File: config.mk
export PLATFORM = sky130hd
export DESIGN_NAME = instruction_fetch_stage
export DESIGN_NICKNAME = d
export VERILOG_FILES = /design/src/rtl/instruction_fetch_stage.sv
export SDC_FILE = /design/constraint.sdc
export NUM_CORES = 2
export LEC_CHECK = 0
export ABC_AREA = 1
export ABC_CLOCK_PERIOD_IN_PS = 4800
export BUFFER_PORTS_ARGS = -buffer_cell sky130_fd_sc_hd__buf_2
export CAP_MARGIN = 20
export CELL_PAD_IN_SITES_DETAIL_PLACEMENT = 0
export CELL_PAD_IN_SITES_GLOBAL_PLACEMENT = 2
export CORE_MARGIN = 3
export CORE_UTILIZATION = 35
export CTS_CLUSTER_DIAMETER = 150
export DETAILED_ROUTE_END_ITERATION = 8
export GPL_TIMING_DRIVEN = 0
export PLACE_DENSITY_LB_ADDON = 0.1
export SLEW_MARGIN = 40
export SYNTH_ARGS = -nofsm -noshare
export SYNTH_HDL_FRONTEND = slang
export SYNTH_SLANG_ARGS = --single-unit
File: constraint.sdc
create_clock -name i_clk -period 4.8 [get_ports i_clk]
set_input_delay 1.2 -clock i_clk [delete_from_list [all_inputs] [get_ports i_clk]]
set_output_delay 1.2 -clock i_clk [all_outputs]
set_load 0.05 [all_outputs]
File: src/rtl/instruction_fetch_stage.sv
// IF stage: PC register, byte-loaded big-endian instruction memory and LOAD/RUN/HALT sequencer.
// Optional macro IF_HALT_OPCODE_EN: halt on opcode 6'b111111 instead of running off the loaded image.
module instruction_fetch_stage #(
    parameter int unsigned PC_SIZE   = 32,
    parameter int unsigned WORD_SIZE = 32,
    parameter int unsigned MEM_WORDS = 64
) (
    input  logic                 i_clk,
    input  logic                 i_reset,
    input  logic                 i_enable,
    input  logic                 i_stall,
    input  logic                 i_branch_taken,
    input  logic [PC_SIZE-1:0]   i_branch_target,
    input  logic                 i_load_valid,
    input  logic [7:0]           i_load_byte,
    input  logic                 i_start,
    input  logic                 i_reload,
    output logic [PC_SIZE-1:0]   o_next_seq_pc,
    output logic [WORD_SIZE-1:0] o_instruction,
    output logic [PC_SIZE-1:0]   o_pc,
    output logic                 o_halt,
    output logic                 o_mem_full,
    output logic                 o_mem_empty,
    output logic [1:0]           o_state
);
    localparam int unsigned AW        = $clog2(MEM_WORDS);
    localparam int unsigned PTR_W     = AW + 3;
    localparam int unsigned MEM_BYTES = MEM_WORDS * 4;

    typedef enum logic [1:0] {
        S_LOAD = 2'b00,
        S_RUN  = 2'b01,
        S_HALT = 2'b10
    } state_t;

    state_t               state_q, state_d;
    logic [PC_SIZE-1:0]   pc_q, pc_d;
    logic [PTR_W-1:0]     ptr_q, ptr_d;
    logic [WORD_SIZE-1:0] mem_q [MEM_WORDS];
    logic [AW:0]          word_cnt;
    logic [PC_SIZE-1:0]   seq_pc;
    logic                 wr_en;
    logic                 fetch_ok;
    logic                 halt_cond;
    logic                 advance;

    assign word_cnt      = ptr_q[PTR_W-1:2];
    assign o_mem_full    = (ptr_q == PTR_W'(MEM_BYTES));
    assign o_mem_empty   = (word_cnt == '0);
    assign seq_pc        = pc_q + PC_SIZE'(4);
    assign advance       = i_enable && !i_stall;

    // Only whole words already written are fetchable; anything else reads as NOP.
    assign fetch_ok      = (pc_q < PC_SIZE'(MEM_BYTES)) && ({1'b0, pc_q[AW+1:2]} < word_cnt);
    assign o_instruction = fetch_ok ? mem_q[pc_q[AW+1:2]] : '0;

`ifdef IF_HALT_OPCODE_EN
    assign halt_cond = (o_instruction[WORD_SIZE-1 -: 6] == 6'b111111);
`else
    assign halt_cond = !((seq_pc < PC_SIZE'(MEM_BYTES)) && ({1'b0, seq_pc[AW+1:2]} < word_cnt));
`endif

    assign o_pc          = pc_q;
    assign o_next_seq_pc = seq_pc;
    assign o_halt        = (state_q == S_HALT);
    assign o_state       = state_q;

    always_ff @(posedge i_clk or posedge i_reset) begin
        if (i_reset) begin
            state_q <= S_LOAD;
            pc_q    <= '0;
            ptr_q   <= '0;
        end else begin
            state_q <= state_d;
            pc_q    <= pc_d;
            ptr_q   <= ptr_d;
        end
    end

    // Byte 0 of each word lands in the most significant lane.
    always_ff @(posedge i_clk) begin
        if (wr_en) begin
            case (ptr_q[1:0])
                2'd0:    mem_q[ptr_q[AW+1:2]][WORD_SIZE-1  -: 8] <= i_load_byte;
                2'd1:    mem_q[ptr_q[AW+1:2]][WORD_SIZE-9  -: 8] <= i_load_byte;
                2'd2:    mem_q[ptr_q[AW+1:2]][WORD_SIZE-17 -: 8] <= i_load_byte;
                default: mem_q[ptr_q[AW+1:2]][WORD_SIZE-25 -: 8] <= i_load_byte;
            endcase
        end
    end

    always_comb begin
        state_d = state_q;
        pc_d    = pc_q;
        ptr_d   = ptr_q;
        wr_en   = 1'b0;
        unique case (state_q)
            S_LOAD: begin
                if (i_load_valid && !o_mem_full) begin
                    wr_en = 1'b1;
                    ptr_d = ptr_q + PTR_W'(1);
                end
                if (i_start && !o_mem_empty) begin
                    state_d = S_RUN;
                    pc_d    = '0;
                end
            end
            S_RUN: begin
                if (advance) begin
                    if (i_branch_taken) begin
                        pc_d = i_branch_target;
                    end else if (halt_cond) begin
                        state_d = S_HALT;
                    end else begin
                        pc_d = seq_pc;
                    end
                end
            end
            S_HALT: begin
                if (i_reload) begin
                    state_d = S_LOAD;
                    ptr_d   = '0;
                    pc_d    = '0;
                end
            end
            default: state_d = S_LOAD;
        endcase
    end

endmodule
==> out/metrics.csv <==
metric,value,unit
ioPinCount,149,
rsz0062_at_grt,true,
crit_path_start_kind,register,
clkTransAtPathRegs,0.06,ns
tns,-10.31,ns
hold_slack,0.174,ns
arrival,4.06,ns
switchingPower,36.0,mW
ys_seq_area_frac,0.727,
layout.nets,8006,
dr.first_iter.drc_count,10900,
critical_path.max_fanout,7,
ir_worst_vdd,463,uV
htree_levels,4,
synthArstFlopShare,0.0206,
cp-end-kind,output pin,
p_leak,39.1,nW
wirelength_met1,196000,um
yosysUniqueCellTypes,45,
antenna_found_initial,67,
viasPerCell,6.06,
initial_core_util,0.353,
relSlewSlack,0.266,
hp-class,in -> async,
r2r-end,mem_q[30][30],
dp_slack,-1.42,ns
cts_buffer_depth,3,
drt_wl_total,503000,um
required,3.60,ns
vias,68900,
top_layer_used,met5,
synth_edf_count,2048,
syn-num-nets,7292,
power.total,76.5,mW
failed_checks,setup timing,
finalCritPeriodShare,1.10,
core,0.244,mm^2
port_buffers,148,
status,"finished, violations left",
synth_warnings,0,
period_minus_slack,5.26,ns
dpl.hpwl,360000,um
row_count,181,
dieArea,0.252,mm^2
maxCapViolations,0,
grt_pass1_vias,62100,
wl_per_cell,44.2,um
ff2ff_path_depth,9,
cts.sinks,2091,
cts_tree,built,
avgSynthCellArea,11.9,um^2
die_h,502,um
clkPwrFrac,0.228,
hold_violations,0,
drc,0,
pwr-share-seq,0.269,
grt_usage,0.392,
wl_met2,211000,um
cts_made_buffers,229,
yosys_most_used_dff,edfxtp_1,
dp.cells,10700,
drt_first_pass_iters,7,
syn_to_final_growth,28.8,%
overflow,0,
layout_setup_ws,-0.459,ns
worstMarginPinSlew,1.10,ns
ys_ff_latch,2091,
fmax,190,MHz
p_comb_frac,0.503,
slew_viol_final,0,
clock_latency,0.91,ns
grt_start_max_net_pins,91,
p_sw_frac,0.470,
finalNonFillerCells,11400,
setup_viol,42,
ant_nets,0,
netlist_instances,7228,
internal-power,40.6,mW
dr_wl_met3,62000,um
r2r_start,ptr_q[5],
crit_type,reg -> out,
syn_area,0.0861,mm^2
ff2ff_setup_slack,-0.04,ns
crit_start,o_pc[2],
fin_skew,0.0364,ns
grt_pass1_wl,637000,um
drive_gt1_frac,0.228,
die_w,502,um
pwr_density_cell,690,mW/mm^2
ctsRootBufferMaster,clkbuf_16,
place_congestion,1.03,
-- kinds of logic after synthesis --
group | count (synthesis) | synth area share
AND/OR/NAND/NOR | 3612 | 0.174
adder cells (fa/ha/maj) | 16 | 0.00233
multiplexers | 20 | 0.00235
buffers and inverters | 575 | 0.0276
flip-flops | 2091 | 0.727
AO/OA/AOI/OAI | 909 | 0.0668
XOR/XNOR | 5 | 0.000509
-- final cells by class --
class,count,area (um^2)
tap,3202,4010
clock inverter,137,1220
inverter,95,410
timing repair buffer,490,6850
multi-input combinational,4562,23900
sequential,2091,62600
antenna,39,97.6
buffer,472,5850
timing repair inverter,1,16.3
fill,22200,133000
clock buffer,287,5970
-- flip-flops by register name, summed over array words and instances, names as in the netlist --
name	count
mem_q	2048
o_pc	32
o_state	2
ptr_q	9
-- metal layers --
layer  track usage  vias to the layer above
met2         0.567                     4937
met5             0                        -
met3         0.131                     1054
met1         0.518                    35400
li1              -                    27500
met4         0.213                       20
-- per-stage QoR --
stage	util	area, um^2
after floorplan	-	86100
after detailed placement	0.394	96100
after CTS	0.449	110000
final	0.455	111000
after global placement	0.372	90800
after global routing	0.454	111000
-- cells in the mapped netlist (2+ instances only) --
master	instances	share of area
o21bai_1	2	0.00017
o31ai_1	2	0.00017
o22ai_1	11	0.00080
nor2_2	13	0.00094
nor2_4	5	0.00065
o221ai_1	21	0.0021
a221o_1	16	0.0019
a21oi_1	367	0.021
inv_2	7	0.00031
buf_6	6	0.00078
ha_1	16	0.0023
nor3_1	12	0.00070
edfxtp_1	2048	0.71
a32o_1	74	0.0086
nand3_2	4	0.00047
a22o_1	26	0.0026
buf_4	7	0.00061
a31oi_1	17	0.0012
a211oi_1	2	0.00017
o211ai_1	95	0.0083
a22oi_1	53	0.0046
a221oi_1	9	0.00092
nand2_2	8	0.00058
nor2_1	583	0.025
xor2_1	5	0.00051
buf_1	79	0.0034
mux2_2	2	0.00026
inv_1	88	0.0038
nor4_1	2	0.00015
mux2i_1	18	0.0021
dfrtp_1	43	0.012
nand2_4	4	0.00052
nand2_1	2038	0.089
nor3b_1	2	0.00017
buf_2	119	0.0069
nand3_1	917	0.053
clkbuf_1	269	0.012
o21ai_0	182	0.011
o311ai_0	29	0.0029
nand4_1	22	0.0016
-- power groups by stage --
stage / clock [mW] / sequential (mW) / combinational, mW
floorplan: 0 / 21.3 / 11.0
global placement: 0 / 21.1 / 28.4
detailed placement: 0 / 21.0 / 31.0
CTS: 17.5 / 20.6 / 35.7
global route: 18.2 / 20.6 / 37.9
finish: 17.5 / 20.6 / 38.5
-- worst max-delay path by stage --
stage                              to  slack (ns)  cells after the start
detailed placement  o_instruction[10]       -1.42                     14
CTS                 o_instruction[24]       -0.41                     11
floorplan           o_instruction[14]        0.54                     11
finish              o_instruction[27]       -0.46                     13
global placement    o_instruction[13]       -2.52                     11
global route        o_instruction[25]       -0.43                     12
-- critical path: stages, from the launching register on --
cell       delay (ns)
dfrtp_2          0.41
buf_12           0.22
buf_16           0.20
buf_12           0.15
clkbuf_16        0.15
buf_12           0.15
nand2_2          0.05
a32o_1           0.24
o211ai_1         0.51
nand2_1          0.13
nand2_1          0.08
o211ai_1         0.37
nor2_1           0.26
buf_6            0.19
-- cell usage in the layout, fill, tap and decap left out, drive strengths merged, types with 6 or more instances in the layout --
master / netlist / routed
edfxtp: 2048 / 2048
nand2: 2050 / 2050
o211ai: 95 / 95
a221oi: 9 / 9
nor2: 601 / 601
bufinv: 0 / 16
a22o: 26 / 26
clkinvlp: 0 / 6
o311ai: 29 / 29
a32o: 74 / 74
a221o: 16 / 16
dfrtp: 43 / 43
o21ai: 183 / 183
o221ai: 21 / 21
a21oi: 368 / 368
nand3: 922 / 922
clkbuf: 269 / 538
clkinv: 0 / 110
inv: 95 / 101
diode: 0 / 39
buf: 211 / 710
ha: 16 / 16
nor3: 12 / 12
a22oi: 53 / 53
a31oi: 17 / 17
o22ai: 11 / 11
nand4: 22 / 22
mux2i: 18 / 18
-- timing repair --
action / CTS / global route
hold buffers: 0 / 0
gates resized for setup: 1264 / 209
setup endpoints to repair: 34 / 32
setup buffers: 113 / 52
cloned: 10 / 2
pin swaps: 118 / 108
No activity file was read; power rests on OpenSTA's default activity.
